### src/rtl/datapath_control_unit_if.sv
// Control bundle between the hardwired sequencer and the Datapath.
// The sequencer is the master: it reads IR and stop, and drives every control strobe.
interface datapath_control_unit_if;
   logic [31:0] ir;
   logic        stop;
   logic        run;
   logic [3:0]  step;
   logic        Gra, Grb, Grc, Rin, R_out, BAout;
   logic        C_out, PC_out, MDR_out, Zlo_out, Zhi_out, HI_out, LO_out, In_out;
   logic        MAR_rd, Zlo_rd, PC_rd, MDR_rd, IR_rd, Y_rd;
   logic        IncPC, Read, Write;
   logic [4:0]  op_sel;

   modport master (
      input  ir, stop,
      output run, step,
      output Gra, Grb, Grc, Rin, R_out, BAout,
      output C_out, PC_out, MDR_out, Zlo_out, Zhi_out, HI_out, LO_out, In_out,
      output MAR_rd, Zlo_rd, PC_rd, MDR_rd, IR_rd, Y_rd,
      output IncPC, Read, Write, op_sel
   );

   modport slave (
      output ir, stop,
      input  run, step,
      input  Gra, Grb, Grc, Rin, R_out, BAout,
      input  C_out, PC_out, MDR_out, Zlo_out, Zhi_out, HI_out, LO_out, In_out,
      input  MAR_rd, Zlo_rd, PC_rd, MDR_rd, IR_rd, Y_rd,
      input  IncPC, Read, Write, op_sel
   );
endinterface

### src/rtl/datapath_control_unit.sv
// Hardwired Moore sequencer: fetch in T0-T2, decode in T3, execute through T7,
// with PAUSE at instruction boundaries on stop and a HALT state left only by clr.
module datapath_control_unit #(
   parameter int         OPC_HI  = 31,
   parameter logic [4:0] ALU_ADD = 5'b00011
) (
   input logic                     clk,
   input logic                     clr,
   datapath_control_unit_if.master bus
);

   typedef enum logic [3:0] {
      S_T0, S_T1, S_T2, S_T3, S_T4, S_T5, S_T6, S_T7, S_PAUSE, S_HALT
   } state_t;

   typedef enum logic [2:0] {
      C_NOP, C_HALT, C_LD, C_LDI, C_ST, C_ALU3, C_IMM
   } class_t;

   typedef struct packed {
      logic       Gra, Grb, Grc, Rin, R_out, BAout;
      logic       C_out, PC_out, MDR_out, Zlo_out, Zhi_out, HI_out, LO_out, In_out;
      logic       MAR_rd, Zlo_rd, PC_rd, MDR_rd, IR_rd, Y_rd;
      logic       IncPC, Read, Write;
      logic [4:0] op_sel;
      logic       run;
      logic [3:0] step;
   } ctl_t;

   state_t     state_q, state_d;
   class_t     cls_q, dec_cls, cls;
   logic [4:0] op_q, dec_op, op;
   logic [4:0] opc;
   logic       last;
   ctl_t       cw;

   assign opc = bus.ir[OPC_HI -: 5];

   // Immediate forms map onto the ALU code of their register-form counterpart.
   always_comb begin
      // NOTE: defaults first so every path assigns every signal -- no latches.
      dec_cls = C_NOP;
      dec_op  = 5'b00000;
      case (opc)
         5'b00000: dec_cls = C_LD;
         5'b00001: dec_cls = C_LDI;
         5'b00010: dec_cls = C_ST;
         5'b00011,
         5'b00100,
         5'b00101,
         5'b00110: begin
            dec_cls = C_ALU3;
            dec_op  = opc;
         end
         5'b01100: begin
            dec_cls = C_IMM;
            dec_op  = ALU_ADD;
         end
         5'b01101: begin
            dec_cls = C_IMM;
            dec_op  = 5'b00101;
         end
         5'b01110: begin
            dec_cls = C_IMM;
            dec_op  = 5'b00110;
         end
         5'b11011: dec_cls = C_HALT;
         default:  dec_cls = C_NOP;
      endcase
   end

   // IR is only valid from T3 on, so T3 uses the live decode; later steps use the latch.
   assign cls = (state_q == S_T3) ? dec_cls : cls_q;
   assign op  = (state_q == S_T3) ? dec_op  : op_q;

   always_ff @(posedge clk) begin
      // NOTE: sequential state uses non-blocking assignments only.
      if (clr) begin
         state_q <= S_T0;
         cls_q   <= C_NOP;
         op_q    <= 5'b00000;
      end else begin
         state_q <= state_d;
         if (state_q == S_T3) begin
            cls_q <= dec_cls;
            op_q  <= dec_op;
         end
      end
   end

   always_comb begin
      state_d = state_q;
      last    = 1'b0;
      case (state_q)
         S_T0: state_d = S_T1;
         S_T1: state_d = S_T2;
         S_T2: state_d = S_T3;
         S_T3: begin
            if (cls == C_HALT)     state_d = S_HALT;
            else if (cls == C_NOP) last    = 1'b1;
            else                   state_d = S_T4;
         end
         S_T4: state_d = S_T5;
         S_T5: begin
            if (cls == C_LD || cls == C_ST) state_d = S_T6;
            else                            last    = 1'b1;
         end
         S_T6:    state_d = S_T7;
         S_T7:    last    = 1'b1;
         S_PAUSE: if (!bus.stop) state_d = S_T0;
         S_HALT:  state_d = S_HALT;
         default: state_d = S_T0;
      endcase
      if (last) state_d = bus.stop ? S_PAUSE : S_T0;
   end

   always_comb begin
      cw      = '0;
      cw.run  = 1'b1;
      cw.step = state_q;
      case (state_q)
         S_T0: begin
            cw.PC_out = 1'b1;
            cw.MAR_rd = 1'b1;
            cw.IncPC  = 1'b1;
            cw.Zlo_rd = 1'b1;
         end
         S_T1: begin
            cw.Zlo_out = 1'b1;
            cw.PC_rd   = 1'b1;
            cw.Read    = 1'b1;
            cw.MDR_rd  = 1'b1;
         end
         S_T2: begin
            cw.MDR_out = 1'b1;
            cw.IR_rd   = 1'b1;
         end
         S_T3: begin
            case (cls)
               C_ALU3, C_IMM: begin
                  cw.Grb   = 1'b1;
                  cw.R_out = 1'b1;
                  cw.Y_rd  = 1'b1;
               end
               C_LD, C_LDI, C_ST: begin
                  cw.Grb   = 1'b1;
                  cw.BAout = 1'b1;
                  cw.Y_rd  = 1'b1;
               end
               default: ;
            endcase
         end
         S_T4: begin
            cw.Zlo_rd = 1'b1;
            if (cls == C_ALU3) begin
               cw.Grc    = 1'b1;
               cw.R_out  = 1'b1;
               cw.op_sel = op;
            end else begin
               cw.C_out  = 1'b1;
               cw.op_sel = (cls == C_IMM) ? op : ALU_ADD;
            end
         end
         S_T5: begin
            cw.Zlo_out = 1'b1;
            if (cls == C_LD || cls == C_ST) begin
               cw.MAR_rd = 1'b1;
            end else begin
               cw.Gra = 1'b1;
               cw.Rin = 1'b1;
            end
         end
         S_T6: begin
            cw.MDR_rd = 1'b1;
            if (cls == C_ST) begin
               cw.Gra   = 1'b1;
               cw.R_out = 1'b1;
            end else begin
               cw.Read = 1'b1;
            end
         end
         S_T7: begin
            if (cls == C_ST) begin
               cw.Write = 1'b1;
            end else begin
               cw.MDR_out = 1'b1;
               cw.Gra     = 1'b1;
               cw.Rin     = 1'b1;
            end
         end
         default: begin
            cw.run  = 1'b0;
            cw.step = 4'hF;
         end
      endcase
      if (clr) cw = '0;
   end

   assign bus.run     = cw.run;
   assign bus.step    = cw.step;
   assign bus.Gra     = cw.Gra;
   assign bus.Grb     = cw.Grb;
   assign bus.Grc     = cw.Grc;
   assign bus.Rin     = cw.Rin;
   assign bus.R_out   = cw.R_out;
   assign bus.BAout   = cw.BAout;
   assign bus.C_out   = cw.C_out;
   assign bus.PC_out  = cw.PC_out;
   assign bus.MDR_out = cw.MDR_out;
   assign bus.Zlo_out = cw.Zlo_out;
   assign bus.Zhi_out = cw.Zhi_out;
   assign bus.HI_out  = cw.HI_out;
   assign bus.LO_out  = cw.LO_out;
   assign bus.In_out  = cw.In_out;
   assign bus.MAR_rd  = cw.MAR_rd;
   assign bus.Zlo_rd  = cw.Zlo_rd;
   assign bus.PC_rd   = cw.PC_rd;
   assign bus.MDR_rd  = cw.MDR_rd;
   assign bus.IR_rd   = cw.IR_rd;
   assign bus.Y_rd    = cw.Y_rd;
   assign bus.IncPC   = cw.IncPC;
   assign bus.Read    = cw.Read;
   assign bus.Write   = cw.Write;
   assign bus.op_sel  = cw.op_sel;

endmodule
### src/flat_wrapper.sv
// flat-port wrapper written by rule: the top's interface ports become plain ports
module datapath_control_unit_flat 
#(
   parameter int         OPC_HI  = 31,
   parameter logic [4:0] ALU_ADD = 5'b00011
)
  (clk, clr, bus_ir, bus_stop, bus_run, bus_step, bus_Gra, bus_Grb, bus_Grc, bus_Rin, bus_R_out, bus_BAout, bus_C_out, bus_PC_out, bus_MDR_out, bus_Zlo_out, bus_Zhi_out, bus_HI_out, bus_LO_out, bus_In_out, bus_MAR_rd, bus_Zlo_rd, bus_PC_rd, bus_MDR_rd, bus_IR_rd, bus_Y_rd, bus_IncPC, bus_Read, bus_Write, bus_op_sel);
  datapath_control_unit_if bus_i ();
  input logic clk;
  input logic clr;
  input wire logic [$bits(bus_i.ir)-1:0] bus_ir;
  input wire logic [$bits(bus_i.stop)-1:0] bus_stop;
  output wire logic [$bits(bus_i.run)-1:0] bus_run;
  output wire logic [$bits(bus_i.step)-1:0] bus_step;
  output wire logic [$bits(bus_i.Gra)-1:0] bus_Gra;
  output wire logic [$bits(bus_i.Grb)-1:0] bus_Grb;
  output wire logic [$bits(bus_i.Grc)-1:0] bus_Grc;
  output wire logic [$bits(bus_i.Rin)-1:0] bus_Rin;
  output wire logic [$bits(bus_i.R_out)-1:0] bus_R_out;
  output wire logic [$bits(bus_i.BAout)-1:0] bus_BAout;
  output wire logic [$bits(bus_i.C_out)-1:0] bus_C_out;
  output wire logic [$bits(bus_i.PC_out)-1:0] bus_PC_out;
  output wire logic [$bits(bus_i.MDR_out)-1:0] bus_MDR_out;
  output wire logic [$bits(bus_i.Zlo_out)-1:0] bus_Zlo_out;
  output wire logic [$bits(bus_i.Zhi_out)-1:0] bus_Zhi_out;
  output wire logic [$bits(bus_i.HI_out)-1:0] bus_HI_out;
  output wire logic [$bits(bus_i.LO_out)-1:0] bus_LO_out;
  output wire logic [$bits(bus_i.In_out)-1:0] bus_In_out;
  output wire logic [$bits(bus_i.MAR_rd)-1:0] bus_MAR_rd;
  output wire logic [$bits(bus_i.Zlo_rd)-1:0] bus_Zlo_rd;
  output wire logic [$bits(bus_i.PC_rd)-1:0] bus_PC_rd;
  output wire logic [$bits(bus_i.MDR_rd)-1:0] bus_MDR_rd;
  output wire logic [$bits(bus_i.IR_rd)-1:0] bus_IR_rd;
  output wire logic [$bits(bus_i.Y_rd)-1:0] bus_Y_rd;
  output wire logic [$bits(bus_i.IncPC)-1:0] bus_IncPC;
  output wire logic [$bits(bus_i.Read)-1:0] bus_Read;
  output wire logic [$bits(bus_i.Write)-1:0] bus_Write;
  output wire logic [$bits(bus_i.op_sel)-1:0] bus_op_sel;
  assign bus_i.ir = bus_ir;
  assign bus_i.stop = bus_stop;
  assign bus_run = bus_i.run;
  assign bus_step = bus_i.step;
  assign bus_Gra = bus_i.Gra;
  assign bus_Grb = bus_i.Grb;
  assign bus_Grc = bus_i.Grc;
  assign bus_Rin = bus_i.Rin;
  assign bus_R_out = bus_i.R_out;
  assign bus_BAout = bus_i.BAout;
  assign bus_C_out = bus_i.C_out;
  assign bus_PC_out = bus_i.PC_out;
  assign bus_MDR_out = bus_i.MDR_out;
  assign bus_Zlo_out = bus_i.Zlo_out;
  assign bus_Zhi_out = bus_i.Zhi_out;
  assign bus_HI_out = bus_i.HI_out;
  assign bus_LO_out = bus_i.LO_out;
  assign bus_In_out = bus_i.In_out;
  assign bus_MAR_rd = bus_i.MAR_rd;
  assign bus_Zlo_rd = bus_i.Zlo_rd;
  assign bus_PC_rd = bus_i.PC_rd;
  assign bus_MDR_rd = bus_i.MDR_rd;
  assign bus_IR_rd = bus_i.IR_rd;
  assign bus_Y_rd = bus_i.Y_rd;
  assign bus_IncPC = bus_i.IncPC;
  assign bus_Read = bus_i.Read;
  assign bus_Write = bus_i.Write;
  assign bus_op_sel = bus_i.op_sel;
  datapath_control_unit #(.OPC_HI(OPC_HI), .ALU_ADD(ALU_ADD)) u_core (.clk(clk), .clr(clr), .bus(bus_i));
endmodule
### config.mk
export PLATFORM = sky130hd
export DESIGN_NAME = datapath_control_unit_flat
export DESIGN_NICKNAME = d
export VERILOG_FILES = /design/src/rtl/datapath_control_unit_if.sv /design/src/rtl/datapath_control_unit.sv /design/src/flat_wrapper.sv
export SDC_FILE = /design/constraint.sdc
export NUM_CORES = 1
export LEC_CHECK = 0
export ABC_AREA = 0
export ABC_CLOCK_PERIOD_IN_PS = 4150
export BUFFER_PORTS_ARGS = -buffer_cell sky130_fd_sc_hd__buf_4
export CAP_MARGIN = 30
export CORE_AREA = 4 4 55 57
export CTS_CLUSTER_DIAMETER = 30
export DETAILED_ROUTE_END_ITERATION = 8
export DIE_AREA = 0 0 59 61
export HOLD_SLACK_MARGIN = 0.06
export PLACE_DENSITY = 0.89
export SYNTH_ARGS = -nofsm -noshare
export SYNTH_HDL_FRONTEND = slang
export SYNTH_SLANG_ARGS = --single-unit
### constraint.sdc
create_clock -name clk -period 4.15 [get_ports clk]
set_input_delay 0.6225 -clock clk [delete_from_list [all_inputs] [get_ports clk]]
set_output_delay 0.6225 -clock clk [all_outputs]
set_load 0.03 [all_outputs]
# Word-level counts from Yosys, hierarchy flattened
# Cells that the tools add are included.
[totals]
regBits = 12
in_bits = 35
output_inout_bits = 33
wordCells = 91
[classes]
n_eq_ne = 29
mux = 45
reduce_logical = 14
[op_table]
columns = ["operator", "n"]
rows = [
  ["case mux 4 bit (10 select lines)", 1],
  ["two-way mux 33 bit", 1],
  ["two-way mux 5 bit", 5],
  ["two-way mux 4 bit", 6],
  ["two-way mux 1 bit", 22],
  ["case mux 5 bit (4 select lines)", 1],
  ["case mux 3 bit (6 select lines)", 1],
  ["== test 4 x 3 -> 1 bit (second input constant)", 4],
  ["== test 5 x 3 -> 1 bit (second input constant)", 3],
  ["== test 5 x 4 -> 1 bit (second input constant)", 3],
  ["== test 5 x 2 -> 1 bit (second input constant)", 2],
  ["== test 3 bit (second input constant)", 3],
  ["case mux 1 bit (3 select lines)", 3],
  ["== test 4 x 2 -> 1 bit (second input constant)", 2],
  ["== test 4 bit (second input constant)", 2],
  ["case mux 1 bit (2 select lines)", 4],
  ["OR reduction 2 bit", 4],
  ["OR reduction 8 bit", 1],
  ["== test 3 x 2 -> 1 bit (second input constant)", 2],
  ["OR reduction 3 bit", 2],
  ["== test 5 x 1 -> 1 bit (second input constant)", 1],
  ["== test 5 bit (second input constant)", 1],
  ["zero test 5 bit", 1],
  ["OR reduction 5 bit", 1],
  ["other kinds (12)", 12],
]

# Longest topological paths before layout
[logic_depth]
depth_word = 10
ltp_mapped = 8
depth_no_buf = 6

# Least setup slack after synthesis
# No wires, ideal clock.
[synth_timing]
path_type = "in2out"
start = "input bus_ir[31]"
end = "output bus_Gra"
t_arrival_ns = 3.202
t_required_ns = 3.527
setup_slack_ns = 0.325
cell_stages = 6
n_path_buf = 2
cell_sequence = "buf_2 > or3_1 > a31oi_1 > buf_4 > nor3_1 > a2111oi_0"
[synth_via]
elab_chain_cells = 9
word_cells_on_any_way = 23
cone_classes = "12 x eq/ne; 7 x mux; 4 x reduce/logical"
[synth_lines]
columns = ["item", "line", "rtl"]
rows = [
  ["start, declared", "flat_wrapper.sv:11", "input wire logic [$bits(bus_i.ir)-1:0] bus_ir;"],
  ["== test 5 x 2 -> 1 bit, or another cell as far along", "datapath_control_unit.sv:44", "case (opc)"],
  ["OR reduction 4 bit or OR reduction 3 bit (tied branches)", "n/a", ""],
  ["case mux 3 bit (6 select lines) *", "datapath_control_unit.sv:44", ""],
  ["two-way mux 3 bit *", "datapath_control_unit.sv:73", "assign cls = (state_q == S_T3) ? dec_cls : cls_q;"],
  ["== test 3 x 2 -> 1 bit or == test 3 bit (tied branches)", "datapath_control_unit.sv:166, datapath_control_unit.sv:175, datapath_control_unit.sv:183", ""],
  ["logical OR 1 bit", "datapath_control_unit.sv:166", "if (cls == C_LD || cls == C_ST) begin"],
  ["two-way mux 1 bit", "datapath_control_unit.sv:166", ""],
  ["case mux 1 bit (3 select lines) *", "datapath_control_unit.sv:121", "case (state_q)"],
  ["two-way mux 33 bit *", "datapath_control_unit.sv:196", "if (clr) cw = '0;"],
  ["end, declared", "flat_wrapper.sv:15", "output wire logic [$bits(bus_i.Gra)-1:0] bus_Gra;"],
]
# Mark *: on every way between the ends. The rest lies on a longest branch, timed or not.

# Worst setup path after layout
[layout_timing]
start = "register u_core.state_q[3]"
end = "output bus_Gra"
[layout_via]
elab_chain_cells = 7
word_cells_on_any_way = 13
cone_classes = "6 x eq/ne; 6 x mux; 1 x reduce/logical"
[layout_lines]
columns = ["item", "line", "rtl"]
rows = [
  ["start, declared", "datapath_control_unit.sv:30", "state_t state_q, state_d;"],
  ["start signal, assigned", "datapath_control_unit.sv:83", "state_q <= state_d;"],
  ["== test 4 x 2 -> 1 bit", "datapath_control_unit.sv:73", ""],
  ["two-way mux 3 bit", "datapath_control_unit.sv:73", ""],
  ["== test 3 x 2 -> 1 bit or == test 3 bit (tied branches)", "datapath_control_unit.sv:166, datapath_control_unit.sv:175, datapath_control_unit.sv:183", ""],
  ["logical OR 1 bit", "datapath_control_unit.sv:166", ""],
  ["two-way mux 1 bit", "datapath_control_unit.sv:166", ""],
  ["case mux 1 bit (3 select lines) *", "datapath_control_unit.sv:121", ""],
  ["two-way mux 33 bit *", "datapath_control_unit.sv:196", ""],
]
# Marks and branches as above.

==> results.yml <==
power_and_ir_drop:
  power_density_nw_per_um2: 493
  ir_worst_vdd_uv: 401
  p_leak_nw: 0.584
  p_total_uw: 680
worst_setup_path:
  path_cells: "nand4bb_1 -> nor2_1 -> a22oi_2 -> nor3_1 -> a2111oi_0 -> buf_4"
  crit_fanout: 15
  path_class: "flop to output pin"
  start_kind: "flop"
  crit_family: "compound AO/OA/AOI/OAI gates"
  cp_slowest_cell: "dfxtp_1"
  reg2reg_depth: 6
  cp-end-kind: "output pin"
  worst-path-buf-inv: 1
  reg2reg_slack_ns: 1.62
  crit_arrival_ns: 3.03
  crit_required_ns: 3.53
  startpoint: "u_core.state_q[3]"
  cpPeakStageDelay_ns: 0.62
  regToRegEndpoint: "u_core.state_q[2]"
  endpoint: "bus_Gra"
  rr_startpoint: "u_core.state_q[0]"
  worst-path-stages: 6
clocking:
  cts_tree: "yes"
  cts-buffers-inserted: 3
  clk_latency_ns: 0.27
  holdBufCountCts: 0
  htree_levels: 1
  ctsResizeCount: 0
  clock-sinks: 12
  post_cts_buffers: 0
  path_clk_slew_ns: 0.07
  clock_path_buffers: 2
  root_buffer: "clkbuf_4"
synth:
  synth_top_area_share_pct: 21.2
  synthDistinctLibCells: 45
  synth_top_area_cell: "dfxtp_1"
  syn_avg_cell_area_um2: 6.74
  synthTopCellsByArea: "dfxtp_1, nor2_1, nand2_1"
  netlist_instances: 168
  synthesis.area_um2: 1130
  yosysSeqAreaShare_pct: 21.2
  yosys_warnings: 0
  ys_seq_elements: 12
floorplan:
  start_util_pct: 45.7
  die_h_um: 61
  ios: 68
  core_um2: 2480
  dieWidth_um: 59
  core.rowCount: 18
  die_area_um2: 3600
timing:
  rsz0062_at_grt: "no"
  min_period_over_period_pct: 88.1
  fmax_mhz: 274
  finalCriticalPeriod_ns: 3.65
  max-slew-margin-rel_pct: 41.1
  worst_hold_slack_ns: 0.458
  final_max_slew_viol_count: 0
  worst_pin_slew_ns: 0.879
  final-setup-viol-count: 0
  hold_viol: 0
  final.setup_skew_ns: 0.00179
  tns_ns: 0
global_routing:
  grt_max_degree: 21
  grt_pass1_vias: 1102
  grt_pass1_wl_mm: 4.84
  overflow: 0
  antenna_found_initial: 0
  track_usage_pct: 17.0
detailed_routing:
  drc: 0
  totalWireLength_mm: 2.91
  num_vias: 1275
  drt-pass1-iter-count: 5
  viasPerCell: 5.72
  drt_iter0_markers: 64
  wire_per_inst_um: 13.0
  ant_nets: 0
run_status:
  status: "finished, final reports clean"
run:
  drv_cap: 0
layout:
  drive_gt1_share_pct: 24.9
  areaGrowthSynthToFinish_pct: 21.9
  final_core_util_pct: 55.7
  layout.nets: 229
  diodes: 0
min_path:
  hold_class: "flop to flop"
placed_design:
  placement.io_buffers: 36
  hpwl_mm: 2.19
  gp_congestion: 0.854
==> kinds of logic after synthesis <==
logic type      count (synthesis)  synth area share, %
simple gates                   92                 41.3
compound gates                 37                 22.9
buf+inv                        22                 11.2
flops                          12                 21.2
xor+xnor                        4                 3.09
other cells                     1                0.331
==> worst min-delay path by stage <==
stage                        start             end  slack, ns  depth (start not counted)
finish              u_core.op_q[4]  u_core.op_q[4]       0.46                          1
global route        u_core.op_q[4]  u_core.op_q[4]       0.49                          1
detailed placement  u_core.op_q[4]  u_core.op_q[4]       0.44                          1
global placement    u_core.op_q[3]  u_core.op_q[3]       0.44                          1
floorplan           u_core.op_q[4]  u_core.op_q[4]       0.42                          1
CTS                 u_core.op_q[4]  u_core.op_q[4]       0.46                          1
==> area by class of cell <==
| type | instances | area [um2] |
|---|---|---|
| flip-flops and latches | 12 | 240 |
| fillers | 250 | 1100 |
| multi-input cells | 137 | 777 |
| repair buffers | 37 | 278 |
| well taps | 30 | 37.5 |
| clock buffers | 4 | 36.3 |
| inverters | 3 | 11.3 |
==> layer usage <==
metal | up-vias | routed length (um) | global-route usage [%]
li1 | 635 | - | -
met1 | 577 | 1230 | 22.3
met4 | 0 | 51 | 6.47
met2 | 55 | 1410 | 27.1
met3 | 8 | 219 | 3.83
met5 | - | 0 | 0
==> flip-flops by register name, summed over array words and instances (netlist names) <==
| signal | count |
|---|---|
| u_core.cls_q | 3 |
| u_core.state_q | 4 |
| u_core.op_q | 5 |
==> per-stage QoR <==
step                area [um2]  cells  setup slack [ns]
floorplan                 1140    171             0.325
global placement          1340    219             0.698
detailed placement        1340    219             0.700
CTS                       1380    223             0.549
global route              1380    223             0.161
finish                    1380    223             0.495
==> where the power goes <==
group	switching [mW]	internal, mW	leakage, nW
Combinational	0.268	0.151	0.466
Sequential	0.0368	0.133	0.0974
Clock	0.0378	0.0533	0.0210
Total	0.343	0.338	0.584
==> cells in the final DEF, fill, tap and decap left out, types with 2 or more instances in the layout <==
master and instances:
nand2_1 17, and2_1 3, or3_1 3, buf_4 37, nor4_1 2, inv_1 3
a22oi_1 2, nor2_1 32, a211oi_1 2, nand3_1 3, nor3_1 11, a21oi_1 8
xnor2_1 3, clkbuf_4 3, conb_1 4, dfxtp_1 12, nor2b_1 6, nor3b_1 3
a31oi_1 5, nand2b_1 2, o21ai_0 9
==> cells in the mapped netlist, drive strengths merged <==
cell type	number
or3b	2
o32ai	1
o211a	1
dfxtp	12
and4bb	1
or4	1
or3	3
o31a	1
nor2b	6
o21ba	1
a31oi	5
a22oi	3
o22ai	1
nor2	32
conb	1
nand2b	2
xnor2	3
inv	3
nand4bb	1
a32o	1
nand2	17
a211oi	2
nand3b	1
clkbuf	5
a22o	1
o21bai	1
xor2	1
a21oi	8
o21ai	9
nor4	2
and4b	1
and3	1
buf	14
o31ai	1
a2111oi	1
or2	1
nor3b	3
and2	3
nand3	3
nor3	12
Power figures use the tool's default switching activity.
